$ cat src/rtl/multi_axis_step_generator.sv
// Multi-axis DDA step generator: one segment stream drives NUM_AXES step/dir channels.
// Optional STEP_PHASE_CARRY_EN keeps accumulator phase across chained (RUN->RUN) loads.
module multi_axis_step_generator #(
  parameter int NUM_AXES    = 4,
  parameter int ACC_WIDTH   = 32,
  parameter int FRAC_BITS   = 16,
  parameter int COUNT_WIDTH = 32
) (
  input  logic                            clk,
  input  logic                            rst_n,
  input  logic                            sample_tick,
  input  logic                            seg_valid,
  output logic                            seg_ready,
  input  logic [NUM_AXES*ACC_WIDTH-1:0]   seg_delta,
  input  logic [COUNT_WIDTH-1:0]          seg_count,
  output logic [NUM_AXES-1:0]             step_out,
  output logic [NUM_AXES-1:0]             dir_out,
  output logic                            is_busy,
  output logic                            segment_done
);

  localparam logic [0:0] IDLE = 1'b0;
  localparam logic [0:0] RUN  = 1'b1;

  localparam logic [ACC_WIDTH-1:0] MOST_NEG = {1'b1, {(ACC_WIDTH-1){1'b0}}};
  localparam logic [ACC_WIDTH-1:0] MAX_POS  = {1'b0, {(ACC_WIDTH-1){1'b1}}};

  logic [0:0]                    state_reg, state_next;
  logic                          pending_full_reg, pending_full_next;
  logic [NUM_AXES*ACC_WIDTH-1:0] pending_delta_reg;
  logic [COUNT_WIDTH-1:0]        pending_count_reg;
  logic [COUNT_WIDTH-1:0]        remaining_reg, remaining_next;
  logic                          segment_done_reg;

  logic accept, pending_zero, advance, last_tick;
  logic load_idle, load_chain, load, drop, clear_acc;

  assign accept       = seg_valid && !pending_full_reg;
  assign pending_zero = (pending_count_reg == '0);
  assign advance      = (state_reg == RUN) && sample_tick;
  assign last_tick    = advance && (remaining_reg == COUNT_WIDTH'(1));
  assign load_idle    = (state_reg == IDLE) && pending_full_reg && !pending_zero;
  assign drop         = (state_reg == IDLE) && pending_full_reg && pending_zero;
  // A zero-count segment is never chained; it is dropped from IDLE on the following edge.
  assign load_chain   = last_tick && pending_full_reg && !pending_zero;
  assign load         = load_idle || load_chain;

`ifdef STEP_PHASE_CARRY_EN
  assign clear_acc = load_idle || (last_tick && !load_chain);
`else
  assign clear_acc = load_idle || last_tick;
`endif

  always_comb begin
    state_next = state_reg;
    if (load)
      state_next = RUN;
    else if (last_tick)
      state_next = IDLE;
  end

  always_comb begin
    pending_full_next = pending_full_reg;
    if (load || drop)
      pending_full_next = 1'b0;
    else if (accept)
      pending_full_next = 1'b1;
  end

  always_comb begin
    remaining_next = remaining_reg;
    if (load)
      remaining_next = pending_count_reg;
    else if (advance)
      remaining_next = remaining_reg - COUNT_WIDTH'(1);
  end

  always_ff @(posedge clk or negedge rst_n) begin
    if (!rst_n) begin
      state_reg         <= IDLE;
      pending_full_reg  <= 1'b0;
      pending_delta_reg <= '0;
      pending_count_reg <= '0;
      remaining_reg     <= '0;
      segment_done_reg  <= 1'b0;
    end else begin
      state_reg        <= state_next;
      pending_full_reg <= pending_full_next;
      remaining_reg    <= remaining_next;
      segment_done_reg <= last_tick || drop;
      if (accept) begin
        pending_delta_reg <= seg_delta;
        pending_count_reg <= seg_count;
      end
    end
  end

  genvar gi;
  generate
    for (gi = 0; gi < NUM_AXES; gi++) begin : g_axis
      logic [ACC_WIDTH-1:0] pend_delta;
      logic [ACC_WIDTH-1:0] pend_mag;
      logic [ACC_WIDTH-1:0] acc_reg, acc_next;
      logic [ACC_WIDTH-1:0] mag_reg;
      logic                 step_reg, dir_reg;

      assign pend_delta = pending_delta_reg[gi*ACC_WIDTH +: ACC_WIDTH];

      // The most-negative delta has no positive twin, so clamp it one below.
      always_comb begin
        pend_mag = pend_delta;
        if (pend_delta[ACC_WIDTH-1]) begin
          if (pend_delta == MOST_NEG)
            pend_mag = MAX_POS;
          else
            pend_mag = ACC_WIDTH'(0) - pend_delta;
        end
      end

      always_comb begin
        acc_next = acc_reg;
        if (clear_acc)
          acc_next = '0;
        else if (advance)
          acc_next = acc_reg + mag_reg;
      end

      always_ff @(posedge clk or negedge rst_n) begin
        if (!rst_n) begin
          acc_reg  <= '0;
          mag_reg  <= '0;
          step_reg <= 1'b0;
          dir_reg  <= 1'b0;
        end else begin
          acc_reg  <= acc_next;
          step_reg <= acc_next[FRAC_BITS-1];
          if (load) begin
            mag_reg <= pend_mag;
            dir_reg <= pend_delta[ACC_WIDTH-1];
          end
        end
      end

      assign step_out[gi] = step_reg;
      assign dir_out[gi]  = dir_reg;
    end
  endgenerate

  assign seg_ready    = !pending_full_reg;
  assign is_busy      = (state_reg == RUN) || pending_full_reg;
  assign segment_done = segment_done_reg;

endmodule

$ cat config.mk
export PLATFORM = sky130hd
export DESIGN_NAME = multi_axis_step_generator
export DESIGN_NICKNAME = d
export VERILOG_FILES = /design/src/rtl/multi_axis_step_generator.sv
export SDC_FILE = /design/constraint.sdc
export NUM_CORES = 1
export LEC_CHECK = 0
export ABC_AREA = 1
export CAP_MARGIN = 20
export CELL_PAD_IN_SITES_DETAIL_PLACEMENT = 0
export CELL_PAD_IN_SITES_GLOBAL_PLACEMENT = 1
export CORE_MARGIN = 2
export CORE_UTILIZATION = 30
export CTS_CLUSTER_SIZE = 16
export DETAILED_ROUTE_END_ITERATION = 10
export GPL_ROUTABILITY_DRIVEN = 1
export PLACE_DENSITY = 0.64
export SLEW_MARGIN = 5
export SYNTH_ARGS = -nofsm -noshare
export SYNTH_HDL_FRONTEND = slang
export SYNTH_SLANG_ARGS = --single-unit
$ cat constraint.sdc
create_clock -name clk -period 2.5 [get_ports clk]
set_input_delay 0.625 -clock clk [delete_from_list [all_inputs] [get_ports clk]]
set_output_delay 0.625 -clock clk [all_outputs]
set_load 0.01 [all_outputs]
* Word-level counts from Yosys, hierarchy flattened *
Cells that the tools add are included.
W data, S select, Z words.

storage, ports and cells
  register bits = 455
  bits of input ports = 164
  memory bits (read-only) = 0
  output and inout bits = 11
  memory bits (writable) = 0
  memories = 0
  latch bits = 0
  logic and storage cells = 79

operators by class
  mux-type cells = 22
  add/subtract/negate cells = 9
  magnitude comparators = 0
  equality and inequality tests = 5
  multipliers = 0
  div/mod/pow operators = 0
  shift operators = 0
  bitwise logic cells = 1
  reductions and logical operators = 20

operators with widths
  kind                     number
  $mux W32                 18
  $add A32 B32 Y32         4
  $eq A32 B32 Y1 const B   4
  $sub A1 B32 Y32 const A  4
  $eq A32 B1 Y1 const B    1
  $logic_not A32 Y1        1
  $sub A32 B1 Y32 const B  1
  $logic_and A1 B1 Y1      8
  $reduce_bool A2 Y1       4
  $logic_or A1 B1 Y1       5
  $mux W1                  4
  $logic_not A1 Y1         2
  $not A1 Y1               1

* Depth between registers and ports, before layout *
  word-level depth = 7
  depth in mapped cells = 12
  depth with buffers taken out = 12

* Worst setup path after synthesis *
No wires, ideal clock.

  path type = input-to-reg
  start = in sample_tick
  end = reg remaining_reg[20]
  data required time = 2.375 ns
  setup time = 0.125 ns
  buffers on the path = 2
  arrival time = 1.765 ns
  slack = 0.610 ns
  stages on the path = 11
  cells stage by stage = nand2_2 > inv_2 > nand2_1 > nor2_1 > nand3_1 > o21ai_2 > nand2_2 > buf_2 > buf_2 > nand3_1 > nand3_1

between the ends
  longest elaborated chain between the ends = 6
  elaborated cells between the ends (all ways) = 7
  classes of those cells = mux: 1; reduce/logical: 6

ends and longest elaborated chain
  item                                                   line  text
  start: declaration                                     11    input logic sample_tick,
  $logic_and A1 B1 Y1 *                                  40    assign advance = (state_reg == RUN) && sample_tick;
  $logic_and A1 B1 Y1                                    41    assign last_tick = advance && (remaining_reg == COUNT_WIDTH'(1));
  $logic_and A1 B1 Y1 (2 in a row)                       45    assign load_chain = last_tick && pending_full_reg && !pending_zero;
  $logic_or A1 B1 Y1                                     46    assign load = load_idle || load_chain;
  $mux W32 / $reduce_bool A2 Y1 (equally long branches)  n/a
  end signal: assignment                                 89    remaining_reg <= remaining_next;
  end: declaration                                       32    logic [COUNT_WIDTH-1:0] remaining_reg, remaining_next;

Mark *: on every way between the ends. The rest lies on a longest branch, timed or not.
A chain may end at the register's enable or synchronous reset.

* Final worst setup path *
  start = reg pending_full_reg
  end = out seg_ready

between the ends
  longest elaborated chain between the ends = 1

ends and longest elaborated chain
  item                      line  text
  start: declaration        29    logic pending_full_reg, pending_full_next;
  start signal: assignment  88    pending_full_reg <= pending_full_next;
  $logic_not A1 Y1          149   assign seg_ready = !pending_full_reg;
  end: declaration          13    output logic seg_ready,

Every way passes these cells.

==> flow_summary.ini <==
[clock_tree]
cts-root-buf = clkbuf_16
path_clk_slew_ns = 0.06
cts.sinks = 327
clock_latency_ns = 0.58
cts_tree = done
numCtsBuffers = 43
post_cts_buffers = 0
cts_max_level = 2
cts_buffer_depth = 3

[timing]
hold_ws_ns = 0.484
fin_crit_sh_pct = 97.2
fmax_mhz = 411
skew_ns = 0.0146
setup_viol = 0
hold_viol = 0
tightest_slew_ns = 0.645
drv_slew = 0
slew_headroom_pct = 56.7
rsz0062_at_grt = no
period_minus_slack_ns = 2.43
setup_tns_ns = 0

[min_path]
hp-class = flip-flop to flip-flop
min_from = g_axis[1].mag_reg[10]

[pwr]
total_power_mw = 29.0
p_int_mw = 16.7
combPwrFrac_pct = 44.7
peakVddDrop_mv = 0.549
switching_share_pct = 42.3
p_clk_share_pct = 20.7
power_switching_mw = 12.2
seqPwrFrac_pct = 34.7
power_density_mw_per_mm2 = 1210
p_leak_nw = 11.9

[route]
wl_per_cell_um = 14.9
via_count = 17100
drc = 0
drtIter0Drc = 957
ant_nets = 0
firstDrtPassIters = 5
drt_wl_total_um = 56100
via_per_inst = 4.55

[global_route]
gr-total-overflow = 0
grt_usage_pct = 16.9
antenna_found_initial = 0
grt_max_degree = 53
grt_pass1_wl_um = 91500
grt_pass1_vias = 17100

[floorplanning]
dieArea_mm2 = 0.0671
rows = 93
start_util_pct = 30.3
io_pins = 175
die_y_um = 259
die_w_um = 259
core_mm2 = 0.0643

[worst_setup_path]
critPathKind = flip-flop to output port
worstPathArrival_ns = 1.81
reg2reg_from = pending_delta_reg[64]
end_kind = output port
worstSetupStartpoint = pending_full_reg
required_ns = 1.88
crit_path_start_kind = flip-flop
crit_fanout = 4

[cells_and_area]
final_cell_area_mm2 = 0.0239
layout-drive-gt1-share_pct = 7.84
areaGrowthSynthToFinish_pct = 22.5
fin_nets = 3105
largest_reg_flops = 128

[synth]
synthFlopType = dfrtp_1
synth_top_area_share_pct = 41.9
ys_seq_area_share_pct = 41.9
synth_common_cells = 972 x nand2_1, 334 x nor2_1, 327 x dfrtp_1
ys_seq_elements = 327
syn_area_mm2 = 0.0195
yosys-top-cells-area = dfrtp_1 42%, nand2_1 19%, nor2_1 6.4%
synth_cell_types = 34
synth.most_common_cell = nand2_1
synthArstFlopShare_pct = 100
avgSynthCellArea_um2 = 7.27
synth_cells = 2684
synth_edf_count = 0
synth_area_leader_cell = dfrtp_1
ys.warnings.count = 0
syn-num-nets = 2918

[placement]
port_buffers = 174
hpwl_um = 41900
post_dp_cell_area_mm2 = 0.0226
place_congestion = 0.870

[status]
status = completed

[job]
maxCapViolations = 0
[cell families (layout without fill, tap and decap cells)]
group           count (synthesis)  in the layout  share of synthesized area (%)
other cells                     0              1                              0
simple gates                 1541           1541                           31.6
flops                         327            327                           41.9
fa+ha+maj                      70             70                           4.64
mux                            94             94                           5.42
compound gates                221            221                           5.75
xor+xnor                       77             77                           3.45
buf+inv                       354            567                           7.21
[area by class of cell]
class	instances	area, um^2
clock inverter	8	98.8
clock buffer	63	1240
fill	6712	40400
multi-input combinational	2003	9960
antenna	1	2.50
tap	855	1070
inverter	266	998
timing repair buffer	230	2360
sequential	327	8180
[power groups by stage]
stage | sequential (mW) | combinational [mW] | clock [mW]
floorplan | 9.31 | 9.87 | 0
global placement | 10.1 | 12.9 | 0
detailed placement | 10.1 | 13.0 | 0
CTS | 10.1 | 13.1 | 6.22
global route | 10.4 | 15.0 | 6.42
finish | 10.0 | 12.9 | 5.98
[routing by layer]
metal / routed length (um) / GRT usage (%)
met1: 27100 / 23.3
met2: 25800 / 27.8
met3: 2020 / 2.43
met4: 1070 / 4.35
met5: 0 / 0
[what timing repair did]
item | in CTS | in global routing
hold buffers | 1 | 0
hold endpoints to repair | 35 | 0
resized for setup | 0 | 0
[stage by stage]
stage          cells  setup WS, ns  utilization [%]
2_1_floorplan   2684         0.610                -
3_3_place_gp    3680      0.000981             35.1
3_5_place_dp    3680       -0.0243             35.1
4_1_cts         3752        0.0197             37.2
5_1_grt         3752        0.0151             37.2
6_report        3753        0.0688             37.2
[placed cells by master, fill, tap and decap left out, drive strengths merged, types with 4 or more instances in the layout]
master | synthesis | layout
clkinv | 2 | 6
nand3b | 16 | 16
clkbuf | 49 | 63
nor3 | 16 | 16
inv | 264 | 267
clkdlybuf4s50 | 0 | 173
xor2 | 42 | 42
and2 | 4 | 4
nand4 | 29 | 29
nor2 | 335 | 335
buf | 39 | 56
xnor2 | 35 | 35
nand2 | 974 | 974
or2 | 5 | 5
nand3 | 160 | 160
mux2 | 94 | 94
dfrtp | 327 | 327
o21ai | 123 | 123
ha | 66 | 66
a21oi | 94 | 94
fa | 4 | 4
[worst paths after layout]
| kind | cells after the start | slack (ns) | to |
|---|---|---|---|
| max in group asynchronous | 3 | 1.29 | pending_delta_reg[74] |
| setup reg to reg | 11 | 0.30 | g_axis[2].mag_reg[11] |
| min in group asynchronous | 2 | 0.55 | pending_delta_reg[11] |
| hold reg to reg | 2 | 0.48 | g_axis[1].mag_reg[10] |
| hold / removal | 2 | 0.48 | g_axis[1].mag_reg[10] |
| setup / recovery | 2 | 0.07 | seg_ready |
[worst max-delay path, cell delays in order, from the launching register on]
cell             delay [ns]
dfrtp_1                0.41
inv_1                  0.22
clkdlybuf4s50_1        0.59
Power figures use the tool's default switching activity.
